===== src/rtl/ram_master.sv =====
// Single-port RAM initiator: queues client read/write commands in a small FIFO and
// drives the RAM bus from registers, returning read data on a held response channel.
module ram_master #(
   parameter int ADDR_WIDTH = 8,
   parameter int DATA_WIDTH = 8,
   parameter int RD_LATENCY = 1,
   parameter int FIFO_DEPTH = 4
) (
   input  logic                  clk,
   input  logic                  rst,
   input  logic                  cmd_valid,
   output logic                  cmd_ready,
   input  logic                  cmd_we,
   input  logic [ADDR_WIDTH-1:0] cmd_addr,
   input  logic [DATA_WIDTH-1:0] cmd_wdata,
   output logic                  rsp_valid,
   input  logic                  rsp_ready,
   output logic [DATA_WIDTH-1:0] rsp_rdata,
   output logic                  busy,
   output logic [ADDR_WIDTH-1:0] address,
   output logic [DATA_WIDTH-1:0] data_in,
   output logic                  cs,
   output logic                  wr,
   output logic                  rd,
   input  logic [DATA_WIDTH-1:0] data_out
);

   // state  | meaning
   // IDLE   | bus released, waiting for a queued command
   // ACCESS | cs plus wr or rd asserted for one cycle
   // WAIT   | counting down RAM read latency
   // RESP   | read data held until the client takes it
   typedef enum logic [1:0] {S_IDLE, S_ACCESS, S_WAIT, S_RESP} state_t;

   localparam int PTR_W   = (FIFO_DEPTH > 1) ? $clog2(FIFO_DEPTH) : 1;
   localparam int CNT_W   = PTR_W + 1;
   localparam int WAIT_W  = (RD_LATENCY > 1) ? $clog2(RD_LATENCY) : 1;
   localparam int ENTRY_W = 1 + ADDR_WIDTH + DATA_WIDTH;

   logic [ENTRY_W-1:0]    fifo_mem_q [FIFO_DEPTH];
   logic [PTR_W-1:0]      wr_ptr_q, rd_ptr_q;
   logic [CNT_W-1:0]      count_q;
   logic                  fifo_full, fifo_empty, push, pop, load_head;
   logic                  head_we;
   logic [ADDR_WIDTH-1:0] head_addr;
   logic [DATA_WIDTH-1:0] head_wdata;

   state_t                state_q, state_d;
   logic [ADDR_WIDTH-1:0] address_q, address_d;
   logic [DATA_WIDTH-1:0] data_in_q, data_in_d;
   logic                  cs_q, cs_d, wr_q, wr_d, rd_q, rd_d;
   logic                  rsp_valid_q, rsp_valid_d;
   logic [DATA_WIDTH-1:0] rsp_rdata_q, rsp_rdata_d;
   logic [WAIT_W-1:0]     wait_cnt_q, wait_cnt_d;

   assign fifo_full  = (count_q == CNT_W'(FIFO_DEPTH));
   assign fifo_empty = (count_q == '0);
   // A full FIFO refuses even when a pop is happening in the same cycle.
   assign cmd_ready  = !fifo_full && !rst;
   assign push       = cmd_valid && cmd_ready;
   assign {head_we, head_addr, head_wdata} = fifo_mem_q[rd_ptr_q];

   always_ff @(posedge clk) begin
      if (push) fifo_mem_q[wr_ptr_q] <= {cmd_we, cmd_addr, cmd_wdata};
   end

   always_ff @(posedge clk or posedge rst) begin
      if (rst) begin
         wr_ptr_q <= '0;
         rd_ptr_q <= '0;
         count_q  <= '0;
      end else begin
         if (push) wr_ptr_q <= wr_ptr_q + PTR_W'(1);
         if (pop)  rd_ptr_q <= rd_ptr_q + PTR_W'(1);
         case ({push, pop})
            2'b10:   count_q <= count_q + CNT_W'(1);
            2'b01:   count_q <= count_q - CNT_W'(1);
            default: count_q <= count_q;
         endcase
      end
   end

   always_ff @(posedge clk or posedge rst) begin
      if (rst) begin
         state_q     <= S_IDLE;
         address_q   <= '0;
         data_in_q   <= '0;
         cs_q        <= 1'b0;
         wr_q        <= 1'b0;
         rd_q        <= 1'b0;
         rsp_valid_q <= 1'b0;
         rsp_rdata_q <= '0;
         wait_cnt_q  <= '0;
      end else begin
         state_q     <= state_d;
         address_q   <= address_d;
         data_in_q   <= data_in_d;
         cs_q        <= cs_d;
         wr_q        <= wr_d;
         rd_q        <= rd_d;
         rsp_valid_q <= rsp_valid_d;
         rsp_rdata_q <= rsp_rdata_d;
         wait_cnt_q  <= wait_cnt_d;
      end
   end

   always_comb begin
      state_d = state_q;
      case (state_q)
         S_IDLE:   if (!fifo_empty) state_d = S_ACCESS;
         S_ACCESS: begin
            if (!wr_q)           state_d = S_WAIT;
            else if (fifo_empty) state_d = S_IDLE;
         end
         S_WAIT:   if (wait_cnt_q == '0) state_d = S_RESP;
         S_RESP:   if (rsp_ready) state_d = S_IDLE;
         default:  state_d = S_IDLE;
      endcase
   end

   always_comb begin
      load_head   = 1'b0;
      pop         = 1'b0;
      address_d   = address_q;
      data_in_d   = data_in_q;
      cs_d        = cs_q;
      wr_d        = wr_q;
      rd_d        = rd_q;
      rsp_valid_d = rsp_valid_q;
      rsp_rdata_d = rsp_rdata_q;
      wait_cnt_d  = wait_cnt_q;
      case (state_q)
         S_IDLE:   load_head = !fifo_empty;
         S_ACCESS: begin
            if (wr_q) begin
               if (!fifo_empty) load_head = 1'b1;
               else {cs_d, wr_d, rd_d} = 3'b000;
            end else begin
               cs_d       = 1'b0;
               rd_d       = 1'b0;
               wait_cnt_d = WAIT_W'(RD_LATENCY - 1);
            end
         end
         S_WAIT: begin
            if (wait_cnt_q == '0) begin
               rsp_rdata_d = data_out;
               rsp_valid_d = 1'b1;
            end else begin
               wait_cnt_d = wait_cnt_q - WAIT_W'(1);
            end
         end
         S_RESP:   if (rsp_ready) rsp_valid_d = 1'b0;
         default:  ;
      endcase
      if (load_head) begin
         pop       = 1'b1;
         address_d = head_addr;
         cs_d      = 1'b1;
         wr_d      = head_we;
         rd_d      = !head_we;
         if (head_we) data_in_d = head_wdata;
      end
   end

   assign address   = address_q;
   assign data_in   = data_in_q;
   assign cs        = cs_q;
   assign wr        = wr_q;
   assign rd        = rd_q;
   assign rsp_valid = rsp_valid_q;
   assign rsp_rdata = rsp_rdata_q;
   assign busy      = !fifo_empty || (state_q != S_IDLE);

endmodule


===== config.mk =====
export PLATFORM = sky130hd
export DESIGN_NAME = ram_master
export DESIGN_NICKNAME = d
export VERILOG_FILES = /design/src/rtl/ram_master.sv
export SDC_FILE = /design/constraint.sdc
export NUM_CORES = 1
export LEC_CHECK = 0
export CORE_ASPECT_RATIO = 1.2
export CORE_MARGIN = 10
export CORE_UTILIZATION = 54
export DETAILED_ROUTE_END_ITERATION = 16
export PLACE_DENSITY = 0.8
export SYNTH_ARGS = -nofsm -noshare
export SYNTH_HDL_FRONTEND = slang
export SYNTH_SLANG_ARGS = --single-unit

===== constraint.sdc =====
create_clock -name clk -period 2.99 [get_ports clk]
set_input_delay 0.4485 -clock clk [delete_from_list [all_inputs] [get_ports clk]]
set_output_delay 0.4485 -clock clk [all_outputs]
set_load 0.005 [all_outputs]

==> results of run 1 <==
logic make-up (layout without fill, tap and decap cells):
kind of cell / Yosys count / in the layout / share of synthesized area [%]
mux: 43 / 43 / 16.9
flops: 105 / 105 / 72.5
buf+inv: 19 / 93 / 2.69
compound gates: 10 / 10 / 1.80
xor+xnor: 6 / 6 / 1.28
simple gates: 19 / 19 / 2.78
fa+ha+maj: 6 / 6 / 2.02
path summary, 6_finish.rpt:
kind,start,endpoint
worst max-delay path,count_q[2],busy
worst min-delay path,rsp_valid,rsp_valid
worst max register to register,count_q[2],count_q[2]
worst min register to register,rsp_valid,rsp_valid
max in group asynchronous,rst,rsp_valid
min in group asynchronous,rst,data_in[6]
report_power, final:
part / leakage [nW] / switching, mW / internal, mW
Clock: 0.0908 / 0.476 / 0.316
Sequential: 1.05 / 0.223 / 1.92
Combinational: 0.694 / 0.670 / 1.06
Total: 1.84 / 1.37 / 3.30
sequential cells by signal, summed over array words and instances, names as in the netlist, named ones only:
register    cells
state_q         1
rd_ptr_q        2
rd              1
rsp_rdata       8
data_in         8
address         8
cs              1
rsp_valid       1
count_q         3
wr              1
wr_ptr_q        2
fifo_mem_q     68
stage by stage:
step	total power [mW]	cell area [µm²]	hold slack (ps)	setup WS [ps]
3_3_place_gp	3.89	4780	464	729
6_report	4.67	4960	511	355
5_1_grt	4.97	4960	529	257
2_1_floorplan	3.30	4090	473	817
4_1_cts	4.76	4960	504	333
3_5_place_dp	3.97	4780	483	668
routing by layer:
layer,vias up,routed length (µm),track usage (%)
met3,4,438,4.14
met5,-,0,0
met4,0,82,4.59
li1,924,-,-
met2,51,3800,23.4
met1,997,2770,14.0
placed cells by master, fill, tap and decap left out, types with 2 or more instances in the layout:
cell	synthesis	routed
xnor2_1	3	3
mux2_2	20	20
nor2_1	3	3
and2_1	4	4
clkinv_4	0	2
mux4_2	17	17
inv_6	0	2
inv_1	11	11
clkdlybuf4s50_1	0	58
clkbuf_8	0	9
nand2_1	5	5
mux2_4	5	5
xor2_1	3	3
dfrtp_1	37	37
buf_4	1	8
ha_1	5	5
a21o_2	2	2
o21ai_0	2	2
edfxtp_1	68	68
cell type report:
cell class	instances	share of cell area, %
inverters	11	0.833
repair buffers	66	12.9
flip-flops and latches	105	59.9
multi-input cells	84	20.5
clock buffers	10	2.58
well taps	90	2.27
clock inverters	6	1.01
==> impl_metrics.ini, run 1 <==
[die]
num_io_pins = 59
dieWidth_um = 99.5
floorplan.initialDensity_pct = 56.0
die_area_um2 = 11500
core_area_um2 = 7320
num_rows = 34
chipHeight_um = 115

[sta]
max_slew_margin_pct = 64.5
setup_viol = 0
period_share_pct = 88.1
rsz0062_at_grt = false
hold_violations = 0
fmax_mhz = 379
tns_ps = 0
worst_slew_pin_slew_ps = 533
min_period_ps = 2640
drv_slew = 0
clock_skew_ps = 12.2

[synth]
synthCells = 208
synth_nets = 243
yosys.area.top_type = edfxtp_1
ys_ff_latch = 105
synth_area_um2 = 4090
synthArstFlopShare_pct = 35.2
ys.flop_type = edfxtp_1
yosysMostFrequentCell = edfxtp_1
synthTopCellsByCount = edfxtp_1, dfrtp_1, mux2_2
synth_cell_types = 35
synth_top_area_share_pct = 49.9
ys_top_cells_by_area = edfxtp_1, dfrtp_1, mux4_2
synth-edff-count = 68
yosysWarnings = 0
yosysSeqAreaShare_pct = 72.5
syn-mean-instance-area_um2 = 19.7

[cells_and_area]
final_nets = 312
stdcell_count = 372
synthToLayoutAreaGrowth_pct = 21.1
multi_input_area_um2 = 1020
regArea_um2 = 2970
drive_gt1_share_pct = 25.5
diodes = 0
fillCellCount = 499
final_util_pct = 67.7

[hold_path]
hold_class = register to register
whs_path_depth = 1

[clocking]
clk_path_buf_depth = 2
cts_tree = yes
htreeDepth = 3
holdBufCountCts = 0
clk_pin_slew_worst_paths_ps = 100
numCtsBuffers = 9
clock_latency_ps = 350
clock-sinks = 105
cts_resized = 0
ctsRootBufferMaster = clkbuf_8
post-cts-setup-buffer-count = 0

[routing]
detail_route.wl_per_cell_um = 19.1
drtPass1Iterations = 4
num_vias = 1976
drc = 0
wirelength_um = 7090
vias_per_cell = 5.31
drtAntennaViolNets = 0
drt_iter0_markers = 58

[critical_path]
reg2reg_depth = 8
regToRegSetupSlack_ps = 790
cp_num_cells = 3
cp_max_fo = 7
crit_buf_inv = 1
crit_chain = or3_1, or3_2, clkdlybuf4s50_1
critical_path_class = register to output pin
crit_family = simple AND/OR/NAND/NOR gates
start_kind = register
required_ps = 2540
crit_arrival_ps = 2190
critPathCaptureType = output pin
slowest_stage = or3_1
critPathMaxStageDelay_ps = 500

[job]
maxCapViolations = 0

[pwr]
power.density_nw_per_um2 = 942
max-vdd-ir-drop_uv = 538
p_leak_nw = 1.84

[place]
placed_cells = 356
routabilityCongestion = 0.696
dp.final_hpwl_um = 4780
port_buffers = 58

[global_routing]
grtUsageTotal_pct = 13.0
grt_max_degree = 38
grt_pass1_wl_um = 11400
grt_antenna_before_repair = 0
grt_pass1_vias = 2159
grt_overflow_total = 0

[outcome]
status = finished clean
(Power assumes the default switching activity.)
==> run 2: changes to the inputs <==
--- a/config.mk
+++ b/config.mk
@@ -8,3 +8,2 @@
 export CORE_ASPECT_RATIO = 1.2
-export CORE_MARGIN = 10
 export CORE_UTILIZATION = 54
@@ -15 +14,2 @@
 export SYNTH_SLANG_ARGS = --single-unit
+export TNS_END_PERCENT = 5
--- a/constraint.sdc
+++ b/constraint.sdc
@@ -3,2 +3,2 @@
 set_output_delay 0.4485 -clock clk [all_outputs]
-set_load 0.005 [all_outputs]
+set_load 0.02 [all_outputs]
==> impl_metrics.ini, run 2 (synthesis gave the netlist of run 1 again) <==
[sta]
max_slew_margin_pct = 65.2
hold_violations = 0
tns_ps = 0
drv_slew = 0
worst_slew_pin_slew_ps = 523
fmax_mhz = 368
rsz0062_at_grt = false
period_share_pct = 90.9
min_period_ps = 2720
clock_skew_ps = 10.6
setup_viol = 0

[critical_path]
start_kind = register
required_ps = 2540
slowest_stage = clkdlybuf4s50_1
critPathCaptureType = output pin
cp_max_fo = 7
cp_num_cells = 3
crit_buf_inv = 1
crit_family = simple AND/OR/NAND/NOR gates
regToRegSetupSlack_ps = 760
reg2reg_depth = 8
critical_path_class = register to output pin
critPathMaxStageDelay_ps = 550
crit_chain = or3_1, or3_2, clkdlybuf4s50_1
crit_arrival_ps = 2270

[cells_and_area]
regArea_um2 = 2970
final_common_cell = edfxtp_1
fillCellCount = 489
synthToLayoutAreaGrowth_pct = 22.0
layout_common_cells = edfxtp_1, clkdlybuf4s50_1, dfrtp_1
regMostFlops = fifo_mem_q
multi_input_area_um2 = 1020
largest_reg_flops = 68
drive_gt1_share_pct = 25.5
diodes = 0
final_cell_area_um2 = 5000
final_nets = 312

[clocking]
clk_pin_slew_worst_paths_ps = 100
numCtsBuffers = 9
clk_path_buf_depth = 2
clock-sinks = 105
htreeDepth = 3
cts_tree = yes
clock_latency_ps = 350
ctsRootBufferMaster = clkbuf_8
cts_resized = 0
post-cts-setup-buffer-count = 0
holdBufCountCts = 0

[die]
num_rows = 34
core_area_um2 = 7270
die_area_um2 = 7940
dieWidth_um = 81.5
chipHeight_um = 97.4
num_io_pins = 59
floorplan.initialDensity_pct = 56.3

[global_routing]
grtUsageTotal_pct = 18.7
grt_max_degree = 33
grt_antenna_before_repair = 0
grt_overflow_total = 0
grt_pass1_vias = 2120
grt_pass1_wl_um = 10400

[pwr]
max-vdd-ir-drop_uv = 506
power.density_nw_per_um2 = 1010
p_leak_nw = 1.85

[routing]
num_vias = 2032
wirelength_um = 6450
drtPass1Iterations = 4
drc = 0
drt_iter0_markers = 82
drtAntennaViolNets = 0
detail_route.wl_per_cell_um = 17.3
vias_per_cell = 5.46

[outcome]
status = finished clean

[hold_path]
hold_class = primary input to async pin

[place]
port_buffers = 58
placed_area_um2 = 4780
routabilityCongestion = 0.746
dp.final_hpwl_um = 4240

[job]
maxCapViolations = 0
[run 2: cell types whose count changed in the layout (fill, tap and decap cells not counted), sizes merged]
cell	before	now
bufinv	0	2
inv	14	12
[run 2: metal layers]
layer | share of wire [%] | global-route usage, %
met5 | 0 | 0
met4 | 1.5 | 8.52
met3 | 4.2 | 4.23
met2 | 55 | 31.1
met1 | 40 | 22.8
[run 2: power breakdown]
group / internal [mW] / total [mW] / switching (mW)
clock: 0.475 / 0.933 / 0.458
sequential: 1.92 / 2.14 / 0.216
combinational: 1.07 / 1.96 / 0.891
[run 2: layout make-up]
type	instances	area share (%)
Tap cell	90	2.25
Timing Repair Buffer	66	12.8
Sequential cell	105	59.4
Multi-Input combinational cell	84	20.3
Inverter	11	0.826
Clock buffer	10	2.55
Clock inverter	6	1.80
[run 2: worst paths after layout]
kind,start,end
worst max-delay path,count_q[2],busy
worst min-delay path,rst,data_in[4]
worst max register to register,count_q[0],count_q[2]
worst min register to register,cs,cs
max in group asynchronous,rst,rd
min in group clk,cs,cs
[run 2: worst reg2reg max path, stage by stage (launching register included)]
cell and delay (ps):
dfrtp_1 410, or3_1 260, and3_4 380, ha_1 240, inv_1 70, fa_1 380
xor2_1 150, nor2_1 110, xor2_1 140
[run 2: per-stage QoR]
step	hold slack (ps)	instances	power, mW	setup WS (ps)	util [%]
detailed placement	482	356	4.16	664	65.7
global route	359	372	5.33	195	68.7
finish	361	372	5.03	272	68.7
CTS	350	372	5.11	251	68.7
floorplan	473	208	3.53	817	-
global placement	463	356	4.09	672	65.7
==> run 3: changes to the inputs <==
Settings changed: CAP_MARGIN from default to 5, SLEW_MARGIN from default to 40.
==> results of run 3 <==
Same layout as run 2: the final DEF is identical, and so are final timing and power.
